### src/rtl/lcd_cmd_writer.sv
// HD44780 8-bit write-only command/data writer with E-pulse and execution-wait timing,
// driven by the Start/EN/Ready/Cycend handshake; tracks cursor column and inserts line-wrap addressing.
module lcd_cmd_writer #(
    parameter int unsigned E_CYCLES   = 12,
    parameter int unsigned SHORT_WAIT = 2000,
    parameter int unsigned LONG_WAIT  = 82000,
    parameter logic [7:0]  ENHE_CODE  = 8'h00
) (
    input  logic       clk,
    input  logic       Reset,
    input  logic       Start,
    input  logic       EN,
    input  logic       Init,
    input  logic       creaenhe,
    input  logic [2:0] scrinit,
    input  logic [7:0] char_in,
    output logic       Ready,
    output logic       Cycend,
    output logic       lcd_rs,
    output logic       lcd_rw,
    output logic       lcd_e,
    output logic [7:0] lcd_db,
    output logic [4:0] col
);

    localparam int unsigned MAX_A = (E_CYCLES > SHORT_WAIT) ? E_CYCLES : SHORT_WAIT;
    localparam int unsigned MAX_C = (MAX_A > LONG_WAIT) ? MAX_A : LONG_WAIT;
    localparam int unsigned CW    = $clog2(MAX_C + 1);

    typedef enum logic [2:0] {
        S_IDLE,
        S_SETUP,
        S_EHIGH,
        S_WAIT,
        S_DONE,
        S_END
    } state_t;

    state_t        state, state_n;
    logic [CW-1:0] cnt, cnt_n;
    logic          ready_n, cycend_n, rs_n, e_n;
    logic [7:0]    db_n;
    logic [4:0]    col_n;
    logic          wrap, wrap_n;
    logic          long_w, long_n;
    logic          pend, pend_n;
    logic [7:0]    pend_db, pend_db_n;
    logic [7:0]    data_byte;

    assign lcd_rw    = 1'b0;
    assign data_byte = creaenhe ? ENHE_CODE : char_in;

    always_ff @(posedge clk) begin
        if (Reset) begin
            state   <= S_IDLE;
            cnt     <= '0;
            Ready   <= 1'b0;
            Cycend  <= 1'b0;
            lcd_rs  <= 1'b0;
            lcd_e   <= 1'b0;
            lcd_db  <= '0;
            col     <= '0;
            wrap    <= 1'b0;
            long_w  <= 1'b0;
            pend    <= 1'b0;
            pend_db <= '0;
        end else begin
            state   <= state_n;
            cnt     <= cnt_n;
            Ready   <= ready_n;
            Cycend  <= cycend_n;
            lcd_rs  <= rs_n;
            lcd_e   <= e_n;
            lcd_db  <= db_n;
            col     <= col_n;
            wrap    <= wrap_n;
            long_w  <= long_n;
            pend    <= pend_n;
            pend_db <= pend_db_n;
        end
    end

    always_comb begin
        state_n   = state;
        cnt_n     = cnt;
        ready_n   = Ready;
        cycend_n  = 1'b0;
        rs_n      = lcd_rs;
        e_n       = lcd_e;
        db_n      = lcd_db;
        col_n     = col;
        wrap_n    = wrap;
        long_n    = long_w;
        pend_n    = pend;
        pend_db_n = pend_db;

        case (state)
            S_IDLE: begin
                ready_n = 1'b0;
                e_n     = 1'b0;
                if (Start && EN) begin
                    state_n = S_SETUP;
                    long_n  = 1'b0;
                    pend_n  = 1'b0;
                    rs_n    = 1'b0;
                    case (scrinit)
                        3'b101: db_n = 8'h38;
                        3'b010: db_n = 8'h06;
                        3'b011: db_n = 8'h0C;
                        3'b001: begin
                            db_n   = 8'h01;
                            long_n = 1'b1;
                            col_n  = '0;
                            wrap_n = 1'b0;
                        end
                        3'b100: begin
                            db_n   = 8'h80;
                            col_n  = '0;
                            wrap_n = 1'b0;
                        end
                        3'b110: begin
                            // A wrap address command goes first; the data byte waits in pend_db.
                            if (col == 5'd16) begin
                                db_n      = 8'hC0;
                                pend_n    = 1'b1;
                                pend_db_n = data_byte;
                            end else if (col == 5'd0 && wrap) begin
                                db_n      = 8'h80;
                                pend_n    = 1'b1;
                                pend_db_n = data_byte;
                                wrap_n    = 1'b0;
                            end else begin
                                db_n = data_byte;
                                rs_n = 1'b1;
                            end
                        end
                        3'b000: begin
                            if (Init) begin
                                db_n   = 8'h01;
                                long_n = 1'b1;
                                col_n  = '0;
                                wrap_n = 1'b0;
                            end else begin
                                state_n = S_DONE;
                                ready_n = 1'b1;
                                rs_n    = lcd_rs;
                            end
                        end
                        default: begin
                            state_n = S_DONE;
                            ready_n = 1'b1;
                            rs_n    = lcd_rs;
                        end
                    endcase
                end
            end
            S_SETUP: begin
                state_n = S_EHIGH;
                e_n     = 1'b1;
                cnt_n   = CW'(E_CYCLES - 1);
            end
            S_EHIGH: begin
                if (cnt == '0) begin
                    state_n = S_WAIT;
                    e_n     = 1'b0;
                    cnt_n   = long_w ? CW'(LONG_WAIT - 1) : CW'(SHORT_WAIT - 1);
                end else begin
                    cnt_n = cnt - 1'b1;
                end
            end
            S_WAIT: begin
                if (cnt != '0) begin
                    cnt_n = cnt - 1'b1;
                end else begin
                    if (lcd_rs) begin
                        col_n = col + 5'd1;
                        if (col == 5'd31)
                            wrap_n = 1'b1;
                    end
                    if (pend) begin
                        state_n = S_SETUP;
                        db_n    = pend_db;
                        rs_n    = 1'b1;
                        pend_n  = 1'b0;
                        long_n  = 1'b0;
                    end else begin
                        state_n = S_DONE;
                        ready_n = 1'b1;
                    end
                end
            end
            S_DONE: begin
                ready_n = 1'b1;
                if (!EN) begin
                    state_n  = S_END;
                    cycend_n = 1'b1;
                end
            end
            S_END: begin
                state_n = S_IDLE;
                ready_n = 1'b0;
            end
            default: state_n = S_IDLE;
        endcase
    end

endmodule

### config.mk
export PLATFORM = sky130hd
export DESIGN_NAME = lcd_cmd_writer
export DESIGN_NICKNAME = d
export VERILOG_FILES = /design/src/rtl/lcd_cmd_writer.sv
export SDC_FILE = /design/constraint.sdc
export NUM_CORES = 1
export LEC_CHECK = 0
export BUFFER_PORTS_ARGS = -buffer_cell sky130_fd_sc_hd__buf_4
export CORE_ASPECT_RATIO = 0.6
export CORE_MARGIN = 4
export CORE_UTILIZATION = 26
export CTS_BUF_LIST = sky130_fd_sc_hd__clkbuf_8
export CTS_CLUSTER_SIZE = 30
export DETAILED_ROUTE_END_ITERATION = 8
export PLACE_DENSITY_LB_ADDON = 0.3
export SYNTH_ARGS = -nofsm -noshare
export SYNTH_HDL_FRONTEND = slang
export SYNTH_SLANG_ARGS = --single-unit
export TNS_END_PERCENT = 1
### constraint.sdc
create_clock -name clk -period 7.7 [get_ports clk]
set_input_delay 0.77 -clock clk [delete_from_list [all_inputs] [get_ports clk]]
set_output_delay 0.77 -clock clk [all_outputs]
set_load 0.01 [all_outputs]
==> impl.org, run 1 <==
** STA
- Number of hold violations in the final report :: 0
- The clock period could shrink to ~3.1 ns.
- For the pin with the worst max-slew slack, the measured transition is approximately 1.1 ns.
- In this run the tightest slew margin relative to its limit is 0.252.
- Post-layout worst setup margin :: 4.58 ns
- Post-Route Hold Slack :: between 0.4 and 0.5 ns
- On the final layout, the worst clock skew is ~0.0066 ns.
- The number of pins exceeding their max-slew limit in the final report is 0.
- Setup violations remaining at the end of the flow were counted as 0.
- Setup repair after global routing left no endpoint under its margin.
- Post-route fraction of the period consumed by the critical path :: 0.406
- Static timing analysis puts the maximum clock frequency at 320 MHz.
- Summed over all failing endpoints, the final setup total negative slack is 0 ns.

** Power
- Leakage dissipation :: between 0.001 and 0.0015 uW
- For this design the total switching power over the nets is ~370 uW.
- Of the total power, the share spent switching nets is 0.451.
- The share of total power dissipated in the clock network is 0.184.
- The internal power of the cells totals ~450 uW.
- Comb power frac :: 0.449
- The share of total power dissipated in sequential elements is 0.366.
- Final Total Pwr :: 817 uW
- Pwr per Cell Area :: roughly 250 nW/um2
- Across the VDD grid, the largest voltage drop is 0.102 mV.

** Min path
- Hold path startpoint :: pend_db[2]
- Path type of the worst min-delay path :: reg2reg
- Counting instances, the worst hold path has a depth of 2.
- Hold-critical path endpoint :: pend_db[2]

** Setup path
- The critical path contains buffers and inverters numbering 0 combined.
- Largest fanout on the critical path :: 13
- Worst reg2reg setup slack :: around 4.6 ns
- On the worst path, the slowest cell contributes a delay of 0.96 ns.
- The signal on the critical path passes through or4_4 > nor4_2 > a41oi_1 > nand2b_1 > a31oi_1.
- For the worst setup path, the data required time is 7.94 ns.
- For the worst flop-to-flop path, the logic depth is 5.
- First element of the critical path :: cnt[6]
- The worst setup path is launched from a register.
- STA classifies the critical path endpoint as a register.
- STA puts the critical path data arrival time at 3.36 ns.
- The startpoint identified for the worst register-to-register timing path is cnt[6].
- By startpoint and endpoint, the worst setup path is classified as reg2reg.
- The kind of cell with the highest combined delay along the critical path is simple AND/OR/NAND/NOR gates.
- Master of the slowest instance on the critical path :: nor4_2
- The endpoint identified for the worst register-to-register timing path is cnt[13].

** Clock network
- Clock-pin slew was measured on the worst setup and hold paths at about 0.090 ns.
- The later pin in the worst-skew pair is clocked with a latency of 0.31 ns.
- TritonCTS built the clock tree.
- Hold repair after CTS inserted 0 buffers.
- Number of gates resized after CTS :: 0
- Clock root buffer master :: clkbuf_8
- Clk buf depth :: 2
- Clock tree synthesis found a total of 48 sinks.
- Number of levels in the clock H-tree :: 2
- Total clock buffers created by CTS :: 5
- Post-CTS timing repair inserted 0 buffers for setup.

** Drt
- After detailed routing, the average wire length per cell comes to between 15 and 20 um.
- In the routed layout, each cell is associated on average with a via count of 5.56.
- The detailed router finished its first iteration with 380 violations.
- The final layout contains routed wiring with a total length of just under 9 mm.
- Number of nets with antenna violations after detailed routing :: 0
- Via count :: slightly below 3000
- The first TritonRoute pass finished after 4 iterations.
- In the routed design, unresolved DRC markers number 0.

** Yosys
- In the synthesized netlist the async set-or-reset flop fraction comes to 0.
- The synthesized design contains 0 enable-type register cells.
- Register bit total from synthesis :: between 40 and 50
- Flip-flop cell with the highest count after synthesis :: dfxtp_1
- Post-synthesis cell area :: approximately 2900 um2
- The Yosys step of the flow raised 0 warnings.
- Total nets after synthesis :: 390
- Syn_area_per_cell :: 7.79 um2
- The share of the Yosys chip area taken by registers is 0.335.
- Number of cells produced by synthesis :: approximately 370
- The number of different library cells used by synthesis comes to 60.

** Outcome
- Result of the run :: completed

** Final layout
- Multi-input gate area :: ~1700 um2
- Most common cell after layout, fill and taps aside :: dfxtp_1
- N_diodes :: 0
- Of the cells placed in the final design, the portion with a size suffix greater than 1 is 0.130.
- At the end of the flow, the number of nets in the layout was around 410.
- The sequential cells in the finished layout cover a total of a little under 1000 um2.
- FILL cells :: about 1200
- Most frequent cells in the layout :: dfxtp_1 (48), nor2_1 (35), buf_4 (33), a21oi_1 (30), nand2_1 (30)
- Relative to the synthesized area, the layout overhead comes to 13.3%.

** Job
- # Max-Cap Violations :: 0

** Floorplanning
- The floorplan step set the die width to 144 um.
- Row generation in the floorplan step produced 29 rows.
- Die height :: approximately 89 um
- Die Outline Area :: between 10000 and 15000 um2
- Effective utilization at floorplan :: 0.269
- Number of top-level pins :: 35
- The core region is roughly 11000 um2.

** Placement
- Port buffering added 33 buffers.
- At the placement stage, the worst setup path has a slack of 4.67 ns.
- At the end of routability-driven placement, the weighted congestion stood at 0.834.
- Summed over all nets, the half-perimeter wirelength after detailed placement is 6.41 mm.

** GRT
- The first global-routing pass estimated 14.1 mm of wire.
- GRT Util Overall :: 0.140
- Number of antenna violations at the first check in global routing :: 0
- Total congestion overflow after global routing :: 0
- The number of global-route vias before repair is 2534.
- Entering global routing, the biggest net connects between 50 and 60 pins.
==> routing by layer <==
| layer | share of wire | routed length, um | global-route usage | vias up |
|---|---|---|---|---|
| met4 | 0.0053 | 46 | 0.0205 | 0 |
| met5 | 0 | 0 | 0 | - |
| met3 | 0.090 | 785 | 0.0406 | 7 |
| met2 | 0.36 | 3190 | 0.173 | 124 |
| li1 | - | - | - | 1407 |
| met1 | 0.54 | 4730 | 0.230 | 1372 |
==> area by class of cell <==
cell class / instances / area share
Multi-Input combinational cell: 283 / 0.536
Tap cell: 139 / 0.0535
Sequential cell: 48 / 0.296
Clock inverter: 2 / 0.00270
Inverter: 13 / 0.0150
Timing Repair Buffer: 33 / 0.0762
Clock buffer: 5 / 0.0212
==> synth_stat cells, types with 5 or more instances <==
cell type  number  area [um2]
dfxtp_1        48         961
nor2_1         35         131
a21oi_1        30         150
nand2_1        30         113
clkbuf_1       19        71.3
inv_1          13        48.8
nand3_1        13        65.1
o21ai_0        13        65.1
a31oi_1         9        56.3
nand2b_1        9        56.3
a211oi_1        8        60.1
nand3b_1        8        60.1
nor3_1          8        40.0
o21ai_1         8        40.0
or3_1           8        50.1
nor4_1          7        43.8
nor2b_1         6        37.5
o211ai_1        6        45.0
a311oi_1        5        43.8
and3_1          5        31.3
ha_1            5        62.6
o22ai_1         5        31.3
or4_1           5        37.5
==> worst max path at each step <==
stage | cells after the start | slack [ns] | end
floorplan | 8 | 5.22 | cnt[8]
global placement | 5 | 4.78 | cnt[13]
detailed placement | 5 | 4.67 | cnt[13]
CTS | 5 | 4.66 | cnt[13]
global route | 5 | 4.39 | cnt[9]
finish | 5 | 4.58 | cnt[13]
==> power groups by stage <==
stage / sequential [uW] / combinational [uW] / clock, uW
6_report: 299 / 367 / 151
5_1_grt: 303 / 402 / 167
4_1_cts: 298 / 357 / 156
3_5_place_dp: 304 / 356 / 0
3_3_place_gp: 303 / 353 / 0
2_1_floorplan: 292 / 287 / 0
==> through the flow <==
step | instances | util | instance area (um2)
2_1_floorplan | 368 | - | 2870
3_3_place_gp | 516 | 0.297 | 3170
3_5_place_dp | 516 | 0.297 | 3170
4_1_cts | 523 | 0.305 | 3250
5_1_grt | 523 | 0.305 | 3250
6_report | 523 | 0.305 | 3250
==> sequential cells by signal, indices dropped and copies added (netlist names) <==
register	cells
pend	1
pend_db	8
lcd_db	8
cnt	17
Cycend	1
Ready	1
wrap	1
lcd_e	1
long_w	1
state	3
lcd_rs	1
col	5
==> cells by family (layout without fill, tap and decap cells) <==
kind of cell	Yosys count	after routing	synth area share
AOI/OAI and AO/OA	116	116	0.272
xor gates and xnor gates	1	1	0.00305
adders and majority gates	5	5	0.0218
buffers and inverters	37	53	0.0580
DFF	48	48	0.335
muxes	2	2	0.00698
other	1	1	0.00131
and+or+nand+nor	158	158	0.302
==> worst reg2reg max path, cell delays in order, from the launching register on <==
cell      delay [ns]
dfxtp_1         0.41
or4_4           0.62
nor4_2          0.96
a41oi_1         0.57
nand2b_1        0.31
a31oi_1         0.18
(Power assumes the default switching activity.)
==> run 2, diff against run 1 <==
- clock period: 7.7 -> 3.25 ns (I/O delays scaled with it)
==> run 2 against run 1 <==
Clock-buffer cell count increased by 1. Sequential power increased by 140%. Clock power increased to 2.5 times the previous value. Hold slack got worse by 0.16 ns. Total power increased by 150%. First-iteration DRC count decreased by 16%. Sequential share of layout area decreased by 0.51 points. Wire length about the same. Via count decreased by 1.9%. Critical path type unchanged.
==> impl.org, run 2 (synthesized netlist as in run 1, its figures left out) <==
** Final layout
- Register name with the most flops :: cnt
- Regs by FF count :: cnt: 17 flops, lcd_db: 8 flops, pend_db: 8 flops
- The proportion of layout cells with a drive suffix above 1 is 0.143 (+0.0130).
- The number of nets in the layout is 412 (+1.5%).
- Most common cell after layout, fill and taps aside :: dfxtp_1
- The final design utilization was 0.310 (+0.00540).
- Post-route cell area :: 3310 um2 (+1.8%)
- The top cell types in the final layout, fill and taps aside, are dfxtp_1 (48), buf_4 (39), nor2_1 (35), a21oi_1 (30), nand2_1 (30).
- From synthesis to final layout, the design area changed by 15.3%.
- N_diodes :: 0 (unchanged)
- FILL cells :: 1170 (+0.69%)
- The number of flip-flops in the largest register came to 17 (unchanged).

** Placement
- The routability congestion estimate from global placement is 0.885 (+6.1%).
- Detailed-placement wirelength estimate :: 6.40 mm (about the same)
- The count of port buffers added during placement was 33 (unchanged).
- Instance area at placement :: 3220 um2 (+1.4%)
- The post-placement setup slack is 0.744 ns (-3.93 ns).

** Setup path
- Master of the slowest instance on the critical path :: or4_1
- Crit Path Category :: reg2reg
- Data arrival time of the worst path :: 2.83 ns (-0.53 ns)
- The buffering stage count on the worst path with inverters included was 1 (+1).
- Crit path launch type :: register
- Top delay family on crit path :: simple AND/OR/NAND/NOR gates
- Series of cell instances along the critical path :: or4_1 > nor2_1 > buf_4 > a41oi_1 > nand2b_1 > a31oi_1
- Worst Path Required :: 3.48 ns (-4.46 ns)
- The largest fanout of any net on the critical path came to 10 (-3).
- The peak per-stage delay on the critical path came to 0.62 ns (-0.34 ns).
- Setup crit end kind :: register

** Outcome
- The flow ran to the end, and the final reports show no timing, DRC or antenna violations.

** Clock network
- TritonCTS built the clock tree.
- Post-CTS Repair Setup Buffers :: 0 (unchanged)
- The maximum level of the CTS H-tree is 2 (unchanged).
- Hold-fix buffers, CTS :: 0 (unchanged)
- The cell sitting at the root of the clock tree is a clkbuf_8.
- Clock Sinks :: 48 (unchanged)
- Worst-Skew Late Latency :: 0.31 ns (about the same)
- The clock transition at the register clock pins on the worst setup and hold paths after CTS is 0.10 ns (about the same).
- Total clock buffers created by CTS :: 5 (unchanged)
- Clk buf depth :: 2 (unchanged)
- Number of gates resized after CTS :: 0 (unchanged)

** Power
- Sw Share :: 0.434 (-0.0177)
- The fraction of power consumed by combinational cells is 0.459 (+0.010).
- Final Total Pwr :: 2000 uW (+150%)
- Pwr per Cell Area :: 606 nW/um2 (+140%)
- The internal power contribution is 1130 uW (+150%).
- Leakage dissipation :: 0.00122 uW (+3.1%)
- The clock network fraction of design power is 0.189 (+0.005).
- Fraction of power consumed by sequential logic :: 0.352 (-0.014)
- The net switching component of the power came to 869 uW (+140%).
- The worst vdd rail ir drop was 0.248 mV (+140%).

** Drt
- The detailed-route wire length is 8.74 mm (about the same).
- The remaining antenna violation count after routing came to 0 (unchanged).
- The total number of vias was 2856 (-1.9%).
- The number of remaining DRC errors is 0 (unchanged).
- Routed len/inst :: 16.5 um (-1.4%)
- The number of iterations in the first detailed-routing pass is 5 (+1).
- Average via count per standard cell :: 5.39 (-3.2%)
- The violation count after the first detailed-routing iteration was 321 (-16%).

** STA
- Max Slew Vio Count :: 0 (unchanged)
- Least-Margin Pin Slew :: 1.03 ns (-0.0867 ns)
- RSZ-0062 raised after global routing :: no
- The worst slew slack as a fraction of its limit is 0.307 (+0.0549).
- The final hold violation count came to 0 (unchanged).
- The final number of setup-violating endpoints is 0 (unchanged).
- Post-layout worst setup margin :: 0.645 ns (-3.93 ns)
- Sum of negative setup slack :: 0 ns (unchanged)
- Clock period minus final worst setup slack :: 2.61 ns (-0.518 ns)
- Fmax :: 384 MHz (+20%)
- The final period utilization is 0.802 (+0.396).
- Post-route clock skew :: 0.0120 ns (+0.00544 ns)

** Job
- # Max-Cap Violations :: 0 (unchanged)

** GRT
- Wire length of the first global-routing pass :: 13.8 mm (-2.1%)
- Total congestion overflow after global routing :: 0 (unchanged)
- The combined global-route utilization of all metal layers came to 0.137 (-0.00227).
- The initial antenna violation count was 0 (unchanged).
- The number of global-route vias before repair came to 2512 (-0.87%).
- The largest net degree at the start of global routing came to 52 (unchanged).

** Min path
- Path type of the worst min-delay path :: in2reg

** Floorplanning
- Die Width :: 144 um (unchanged)
- Die Outline Area :: 12800 um2 (unchanged)
- The cell row count was 29 (unchanged).
- Core outline area :: 10700 um2 (unchanged)
- The count of pins on the block boundary is 35 (unchanged).
- The overall die height is 89.4 um (unchanged).
- Effective utilization at floorplan :: 0.269 (unchanged)
## run 2: layout make-up
class / instances / area [um2] / share of cell area
multi-input combinational: 283 / 1740 / 0.526
sequential: 48 / 961 / 0.291
timing repair buffer: 39 / 293 / 0.0885
tap: 139 / 174 / 0.0526
clock buffer: 6 / 82.6 / 0.0250
inverter: 13 / 48.8 / 0.0148
clock inverter: 2 / 7.51 / 0.00227
## run 2: through the flow
stage | std cells | hold slack, ns
finish | 530 | 0.292
global placement | 522 | 0.436
detailed placement | 522 | 0.444
CTS | 530 | 0.289
global route | 530 | 0.284
floorplan | 368 | 0.429
## run 2: tightest hold or removal path, delay by kind of cell
family | cells | cell delay, ns
buf+inv | 1 | 0.11
simple gates | 1 | 0.07
compound gates | 1 | 0.06
## run 2: worst paths after layout
kind,startpoint,to,slack [ns],cells after the start
min,char_in[2],pend_db[2],0.29,3
max reg2reg,cnt[2],cnt[13],0.64,6
max,cnt[2],cnt[13],0.64,6
min reg2reg,lcd_db[5],lcd_db[5],0.45,2
## run 2: power groups by stage
stage	Clock [uW]	Sequential, uW	Combinational [uW]
6_report	378	705	920
5_1_grt	417	713	997
4_1_cts	392	703	896
3_5_place_dp	0	716	893
3_3_place_gp	0	716	890
2_1_floorplan	0	692	679
## run 2: routing by layer
layer,routed length (um),track usage,vias up
met5,0,0,-
met3,744,0.0396,4
li1,-,-,1426
met4,34,0.0205,0
met2,2980,0.159,98
met1,4990,0.235,1328
